`src/rtl/axis_pkt_rr_arbiter_pkg.sv`:
```
// Shared FSM encoding and round-robin pointer helper for the packet arbiter.
package axis_pkt_rr_arbiter_pkg;

  typedef enum logic [0:0] {
    ST_IDLE = 1'b0,
    ST_LOCK = 1'b1
  } arb_state_t;

  // Index following idx in a ring of n entries.
  function automatic int rr_next(input int idx, input int n);
    return (idx + 1 >= n) ? 0 : idx + 1;
  endfunction

endpackage

```
`src/rtl/axis_skid_reg.sv`:
```
// Two-entry skid stage: output register plus one skid register; 1-cycle latency.
// o_full is registered; the producer must only present i_vld while o_full is low.
module axis_skid_reg #(
  parameter int WIDTH = 8
) (
  input  logic             i_clk,
  input  logic             i_rst_n,
  input  logic             i_vld,
  input  logic [WIDTH-1:0] i_dat,
  output logic             o_full,
  output logic             o_vld,
  output logic [WIDTH-1:0] o_dat,
  input  logic             i_rdy
);

  logic             r_out_vld;
  logic [WIDTH-1:0] r_out_dat;
  logic             r_skid_vld;
  logic [WIDTH-1:0] r_skid_dat;

  always_ff @(posedge i_clk or negedge i_rst_n) begin
    if (!i_rst_n) begin
      r_out_vld  <= 1'b0;
      r_out_dat  <= '0;
      r_skid_vld <= 1'b0;
      r_skid_dat <= '0;
    end else if (!r_out_vld || i_rdy) begin
      // Output slot frees up: the skid entry is older, so it drains first.
      if (r_skid_vld) begin
        r_out_vld  <= 1'b1;
        r_out_dat  <= r_skid_dat;
        r_skid_vld <= 1'b0;
      end else begin
        r_out_vld <= i_vld;
        if (i_vld) begin
          r_out_dat <= i_dat;
        end
      end
    end else if (i_vld) begin
      r_skid_vld <= 1'b1;
      r_skid_dat <= i_dat;
    end
  end

  assign o_full = r_skid_vld;
  assign o_vld  = r_out_vld;
  assign o_dat  = r_out_dat;

endmodule

```
`src/rtl/axis_pkt_rr_arbiter.sv`:
```
// Packet-locked round-robin merge of S_COUNT AXI-Stream sources; 1-cycle latency, one bubble per packet.
// Source tready comes only from registered state, never from m_axis_tready.
module axis_pkt_rr_arbiter
  import axis_pkt_rr_arbiter_pkg::*;
#(
  parameter int S_COUNT    = 4,
  parameter int DATA_WIDTH = 64,
  parameter int ID_WIDTH   = 2
) (
  input  logic                          clk,
  input  logic                          rst_n,
  input  logic [S_COUNT-1:0]            s_axis_tvalid,
  input  logic [S_COUNT*DATA_WIDTH-1:0] s_axis_tdata,
  input  logic [S_COUNT-1:0]            s_axis_tlast,
  output logic [S_COUNT-1:0]            s_axis_tready,
  output logic                          m_axis_tvalid,
  output logic [DATA_WIDTH-1:0]         m_axis_tdata,
  output logic                          m_axis_tlast,
  output logic [ID_WIDTH-1:0]           m_axis_tid,
  input  logic                          m_axis_tready,
  output logic                          busy,
  output logic [ID_WIDTH-1:0]           grant_idx,
  output logic                          pkt_done
);

  localparam int BEAT_W = DATA_WIDTH + 1 + ID_WIDTH;

  arb_state_t              r_state;
  arb_state_t              w_state_nxt;
  logic [ID_WIDTH-1:0]     r_rr_ptr;
  logic [ID_WIDTH-1:0]     w_rr_nxt;
  logic [ID_WIDTH-1:0]     r_grant;
  logic [ID_WIDTH-1:0]     w_grant_nxt;
  logic [ID_WIDTH-1:0]     w_pick;
  logic                    w_found;
  logic                    w_sel_vld;
  logic                    w_sel_last;
  logic [DATA_WIDTH-1:0]   w_sel_dat;
  logic                    w_acc;
  logic                    w_skid_full;
  logic                    r_pkt_done;
  logic [BEAT_W-1:0]       w_skid_in;
  logic [BEAT_W-1:0]       w_skid_out;

  // Rotate-priority select: first pass covers indices at/after rr_ptr, second pass the wrap.
  always_comb begin
    w_found = 1'b0;
    w_pick  = '0;
    for (int i = 0; i < S_COUNT; i++) begin
      if (!w_found && s_axis_tvalid[i] && (ID_WIDTH'(i) >= r_rr_ptr)) begin
        w_found = 1'b1;
        w_pick  = ID_WIDTH'(i);
      end
    end
    for (int i = 0; i < S_COUNT; i++) begin
      if (!w_found && s_axis_tvalid[i]) begin
        w_found = 1'b1;
        w_pick  = ID_WIDTH'(i);
      end
    end
  end

  always_comb begin
    w_sel_vld  = 1'b0;
    w_sel_last = 1'b0;
    w_sel_dat  = '0;
    for (int i = 0; i < S_COUNT; i++) begin
      if (r_grant == ID_WIDTH'(i)) begin
        w_sel_vld  = s_axis_tvalid[i];
        w_sel_last = s_axis_tlast[i];
        w_sel_dat  = s_axis_tdata[i*DATA_WIDTH +: DATA_WIDTH];
      end
    end
  end

  always_comb begin
    s_axis_tready = '0;
    for (int i = 0; i < S_COUNT; i++) begin
      s_axis_tready[i] = (r_state == ST_LOCK) && (r_grant == ID_WIDTH'(i)) && !w_skid_full;
    end
  end

  assign w_acc = (r_state == ST_LOCK) && w_sel_vld && !w_skid_full;

  always_comb begin
    w_state_nxt = r_state;
    w_grant_nxt = r_grant;
    w_rr_nxt    = r_rr_ptr;
    case (r_state)
      ST_IDLE: begin
        if (w_found) begin
          w_grant_nxt = w_pick;
          w_state_nxt = ST_LOCK;
        end
      end
      ST_LOCK: begin
        if (w_acc && w_sel_last) begin
          w_rr_nxt    = ID_WIDTH'(rr_next(int'(r_grant), S_COUNT));
          w_state_nxt = ST_IDLE;
        end
      end
      default: w_state_nxt = ST_IDLE;
    endcase
  end

  always_ff @(posedge clk or negedge rst_n) begin
    if (!rst_n) begin
      r_state    <= ST_IDLE;
      r_rr_ptr   <= '0;
      r_grant    <= '0;
      r_pkt_done <= 1'b0;
    end else begin
      r_state    <= w_state_nxt;
      r_rr_ptr   <= w_rr_nxt;
      r_grant    <= w_grant_nxt;
      r_pkt_done <= w_acc && w_sel_last;
    end
  end

  assign w_skid_in = {w_sel_dat, w_sel_last, r_grant};

  axis_skid_reg #(
    .WIDTH (BEAT_W)
  ) u_skid (
    .i_clk   (clk),
    .i_rst_n (rst_n),
    .i_vld   (w_acc),
    .i_dat   (w_skid_in),
    .o_full  (w_skid_full),
    .o_vld   (m_axis_tvalid),
    .o_dat   (w_skid_out),
    .i_rdy   (m_axis_tready)
  );

  assign m_axis_tdata = w_skid_out[BEAT_W-1 -: DATA_WIDTH];
  assign m_axis_tlast = w_skid_out[ID_WIDTH];
  assign m_axis_tid   = w_skid_out[ID_WIDTH-1:0];
  assign busy         = (r_state == ST_LOCK);
  assign grant_idx    = r_grant;
  assign pkt_done     = r_pkt_done;

endmodule

```
`config.mk`:
```
export PLATFORM = sky130hd
export DESIGN_NAME = axis_pkt_rr_arbiter
export DESIGN_NICKNAME = d
export VERILOG_FILES = /design/src/rtl/axis_pkt_rr_arbiter_pkg.sv /design/src/rtl/axis_skid_reg.sv /design/src/rtl/axis_pkt_rr_arbiter.sv
export SDC_FILE = /design/constraint.sdc
export NUM_CORES = 1
export LEC_CHECK = 0
export CORE_MARGIN = 2
export CORE_UTILIZATION = 41
export DETAILED_ROUTE_END_ITERATION = 12
export PLACE_DENSITY = 0.8
export SYNTH_ARGS = -nofsm -noshare
export SYNTH_HDL_FRONTEND = slang
export SYNTH_SLANG_ARGS = --single-unit
```
`constraint.sdc`:
```
create_clock -name clk -period 2.25 [get_ports clk]
set_clock_uncertainty 0.2 [all_clocks]
set_input_delay 0.3375 -clock clk [delete_from_list [all_inputs] [get_ports clk]]
set_output_delay 0.3375 -clock clk [all_outputs]
set_load 0.02 [all_outputs]
```
# == Yosys cells after proc, flatten, opt, wreduce, memory -nomap -nowiden ==
# Cells that the tools add are included.
# op_classes
addsub,1
magnitude_cmp,5
n_eq_ne,3
mux,36
bitwise,2
reduce_logical,39
# ops
operator,count
$mux W64,4
$mux W67,2
$logic_and A1 B1 Y1,22
$mux W1,22
$mux W2,7
$logic_not A1 Y1,9
$reduce_and A2 Y1,4
$eq A2 B2 Y1 const B,2
$ge A1 B2 Y1 const A,2
$ge A2 B2 Y1 const A,2
$reduce_bool A2 Y1,2
$add A2 B1 Y3 const B,1
$ge A3 B3 Y1 const B,1
$eq A2 B1 Y1 const B,1
$logic_not A2 Y1,1
$not A1 Y1,2
$pmux W1 S2,1
$logic_or A1 B1 Y1,1
# word_totals
reg_bits,142
out_inout_bits,76

# == Logic depth before layout (Yosys ltp) ==
# depth
ltp_word,29
ltp_mapped,9
ltp_nobuf,6

# == By module ==
# Synthesis repeated with hierarchy kept, for this count alone.
# unflattened
hier_cells,853
hier_area_um2,8795.9
# by_module_without_submodules
mod,n_inst,cells_per_inst,area_per_inst_um2,seq_area_each_um2
axis_skid_reg,1,366,6154.7,3403.3
axis_pkt_rr_arbiter,1,487,2641.3,150.1

# == Worst setup path after synthesis ==
# No wires, ideal clock.
# synth_timing
path_type,flip-flop to flip-flop
start,"reg r_grant[1], in the netlist grant_idx[1]"
end,reg u_skid.r_skid_dat[37]
setup_ps,125
t_arrival_ps,2159
required_ps,1925
path_slack_ps,-234
stages_incl_launch_ff,9
n_path_buf,2
path_cell_list,dfrtp_1 -> inv_1 -> ha_1 -> nand3b_1 -> a2111oi_4 -> o211a_2 -> buf_6 -> buf_6 -> mux2_2
# synth_between
elab_chain_cells,8
elab_cells_between_ends,15
classes_between,3 x eq/ne; 8 x mux; 4 x reduce/logical
# synth_lines
element,line,rtl
"start, declared",axis_pkt_rr_arbiter.sv:32,logic [ID_WIDTH-1:0] r_grant;
"start signal, assigned",axis_pkt_rr_arbiter.sv:115,r_grant <= w_grant_nxt;
$logic_not A2 Y1,axis_pkt_rr_arbiter.sv:68,if (r_grant == ID_WIDTH'(i)) begin
$mux W1 (4 in a row),axis_pkt_rr_arbiter.sv:68,
$logic_and A1 B1 Y1 (2 in a row),axis_pkt_rr_arbiter.sv:83,assign w_acc = (r_state == ST_LOCK) && w_sel_vld && !w_skid_full;
$reduce_and A2 Y1 (no source line),n/a,
"end signal, assigned",axis_skid_reg.sv:41,r_skid_dat <= i_dat;
"end, declared",axis_skid_reg.sv:19,logic [WIDTH-1:0] r_skid_dat;
# Parallel ways exist; a longest one is shown, timed or not.
# A chain may end at the register's enable or synchronous reset.

# == Worst setup path in the final report ==
# layout_timing
start,"reg r_grant[0], in the netlist grant_idx[0]"
end,reg u_skid.r_skid_dat[52]
# Same word-level chain as after synthesis.

==> run_results.csv <==
group,metric,value,unit
run_status,status,"complete, but fails checks",
run_status,violations,"setup timing",
drt,vias_per_cell,5.83,
min_path,hold_class,"input pin to asynchronous set/reset pin",
clocking,cts.path.max_buffers,2,
finish,fill_cells,1651,
power,p_per_area,1590,nW/um2
logic_synthesis,yosysSeqAreaShare,40.1,%
logic_synthesis,synth_edf_count,0,
logic_synthesis,syn-cell-area,8850,um2
timing,final.period_utilization,110,%
grt,first_global_vias,9274,
logic_synthesis,yosys.area.top_type,"dfrtp_1",
drt,drc_errors,0,
grt,grt.total_usage,27.0,%
drt,drt-total-wl,33100,um
timing,holdWs,0.234,ns
setup_path,max_stage_delay,0.44,ns
finish,synthToLayoutAreaGrowth,60.4,%
timing,max_freq,405,MHz
timing,setup_viol,140,
clocking,htree_levels,4,
logic_synthesis,yosys_warnings,0,
logic_synthesis,ys_types,34,
logic_synthesis,syn_nets,1282,
setup_path,critPathTopFamily,"compound AO/OA/AOI/OAI gates",
finish,antenna_cells,0,
timing,period_needed,2.47,ns
drt,drt_iter0_markers,595,
setup_path,crit_path_end_kind,"flop",
clocking,clkSinkCount,142,
die,ioPinCount,343,
placement,placed_cells,1577,
logic_synthesis,synth-async-reset-ratio,100,%
logic_synthesis,synthTopCellsByArea,"dfrtp_1 40%, mux2_2 8.8%, a21oi_1 7.5%",
die,num_rows,53,
die,fp.dieH,151,um
logic_synthesis,ys_top_cells_by_count,"142 x dfrtp_1, 136 x inv_1, 133 x a21oi_1, 131 x o21ai_0, 71 x clkbuf_1",
drt,wire_per_inst,20.2,um
timing,relSlewSlack,56.2,%
setup_path,crit_buf_inv,4,
finish,fin_nets,1621,
clocking,numCtsBuffers,17,
setup_path,cpMostUsedCell,"buf_12",
clocking,cts_tree,"done",
placement,io_buffer_count,342,
logic_synthesis,ys_ff_latch,142,
finish,drive_gt1_share,16.9,%
die,start_util,42.0,%
placement,dp_hpwl,21700,um
logic_synthesis,synth.top_cell.area_share,40.1,%
clocking,clk_pin_slew,0.06,ns
timing,worst_pin_slew,0.658,ns
logic_synthesis,synthFlopType,"dfrtp_1",
drt,vias,9553,
die,die_area,22800,um2
setup_path,crit_start,"grant_idx[0]",
timing,hold_violations,0,
grt,grt_max_degree,86,
die,die_width,151,um
clocking,ctsRootBufferMaster,"clkbuf_16",
setup_path,worstReg2RegStart,"grant_idx[0]",
power,leakage,6.01,nW
setup_path,start_kind,"flop",
grt,grt-ovfl-total,0,
timing,maxSlewViolCount,0,
timing,rsz0062_at_grt,"yes",
timing,worst_slack,-0.217,ns
placement,place.gp.congestion,0.851,
setup_path,crit_arrival,2.58,ns
drt,ant_nets,0,
logic_synthesis,avgSynthCellArea,8.76,um2
grt,antenna_found_initial,0,
finish,stdcell_count,1638,
setup_path,crit_required,2.36,ns
logic_synthesis,synthCells,1011,
power,vdd_drop_max,1210,uV
die,coreArea,21100,um2
drt,drtPass1Iterations,5,
grt,grt_pass1_wl,47800,um
clocking,clock_latency,0.43,ns
setup_path,path_cells,"inv_2 -> buf_4 -> ha_4 -> a21oi_2 -> a2111oi_4 -> o211a_4 -> buf_12 -> buf_12 -> mux2_2",
setup_path,critPathMaxFanout,12,
flow_run,max-cap-violations,0,
logic_synthesis,synth.most_common_cell,"dfrtp_1",
setup_path,path_class,"flop to flop",
setup_path,critPathSlowestCell,"a2111oi_4",
where the power goes:
group / switching (mW) / internal, mW
combinational: 7.90 / 7.29
clock: 1.13 / 1.74
sequential: 0.709 / 3.84
metrics by stage:
step                util, %  cell area (um2)  power, mW  setup WS, ns  setup TNS [ns]
finish                 67.4            14200       22.6        -0.217          -23.90
global route           67.4            14200       24.0        -0.276          -32.58
CTS                    65.5            13800       21.3        -0.199          -22.31
detailed placement     60.7            12800       17.2        -0.319          -38.86
global placement       60.7            12800       16.9        -0.322          -37.99
floorplan                 -             8880       12.6        -0.203           -9.82
area by class of cell:
type | count | area [um2] | area share, %
Clock inverter | 14 | 169 | 1.19
Multi-Input combinational cell | 630 | 4720 | 33.2
Inverter | 136 | 510 | 3.59
Tap cell | 275 | 344 | 2.42
Timing Repair Buffer | 423 | 4480 | 31.5
Clock buffer | 18 | 429 | 3.02
Sequential cell | 142 | 3560 | 25.0
layout by cell type (no fill, tap or decap), types with 2 or more instances in the layout:
| cell type | count |
|---|---|
| clkdlybuf4s50_1 | 337 |
| dfrtp_1 | 140 |
| inv_1 | 133 |
| a21oi_1 | 132 |
| o21ai_0 | 125 |
| nand2_1 | 69 |
| a22o_1 | 65 |
| a221oi_1 | 64 |
| mux2_2 | 50 |
| buf_4 | 45 |
| o32ai_1 | 41 |
| o32ai_2 | 24 |
| clkbuf_16 | 21 |
| mux2_4 | 19 |
| buf_12 | 18 |
| buf_6 | 7 |
| o21ai_1 | 6 |
| buf_16 | 5 |
| ha_4 | 4 |
| clkinv_4 | 4 |
| clkinv_2 | 4 |
| inv_2 | 3 |
| and3_1 | 3 |
| nor2_1 | 3 |
| bufinv_16 | 3 |
| and3_4 | 2 |
| nor2b_1 | 2 |
| clkinvlp_4 | 2 |
| buf_8 | 2 |
| dfrtp_2 | 2 |
| buf_2 | 2 |
flip-flops by register name, indices dropped and copies added (netlist names):
register	count
grant_idx	2
u_skid.o_dat	67
busy	1
u_skid.o_full	1
pkt_done	1
u_skid.r_skid_dat	67
r_rr_ptr	2
u_skid.o_vld	1
logic make-up (layout without fill, tap and decap cells):
kind of cell               Yosys count  after routing  share of synthesized area, %
muxes                               70             70                          8.90
adders and majority gates            4              4                         0.565
AOI/OAI and AO/OA                  469            469                          35.4
and+or+nand+nor                     87             87                          4.10
DFF                                142            142                          40.1
buffers and inverters              239            591                          10.9
path summary, 6_finish.rpt:
kind | end | slack [ns] | cells after the start
setup / recovery | u_skid.r_skid_dat[52] | -0.22 | 9
hold / removal | busy | 0.23 | 2
min in group clk | u_skid.r_skid_dat[64] | 0.30 | 1
max in group asynchronous | u_skid.o_full | 0.95 | 3
hold reg to reg | u_skid.r_skid_dat[64] | 0.30 | 1
setup reg to reg | u_skid.r_skid_dat[52] | -0.22 | 9
layer usage:
metal	share of wire (%)	global-route usage [%]	vias up
li1	-	-	4412
met1	38	30.8	4662
met2	50	47.7	417
met3	8.4	8.01	62
met4	2.9	10.4	0
met5	0	0	-
timing repair:
item	CTS	global route
resized for setup	41	53
setup endpoints to repair	139	142
pin swaps	1	6
buffers inserted	11	7
endpoints found under the hold margin	49	0
hold buffers	1	0
gates cloned	4	7
Power figures use the tool's default switching activity.
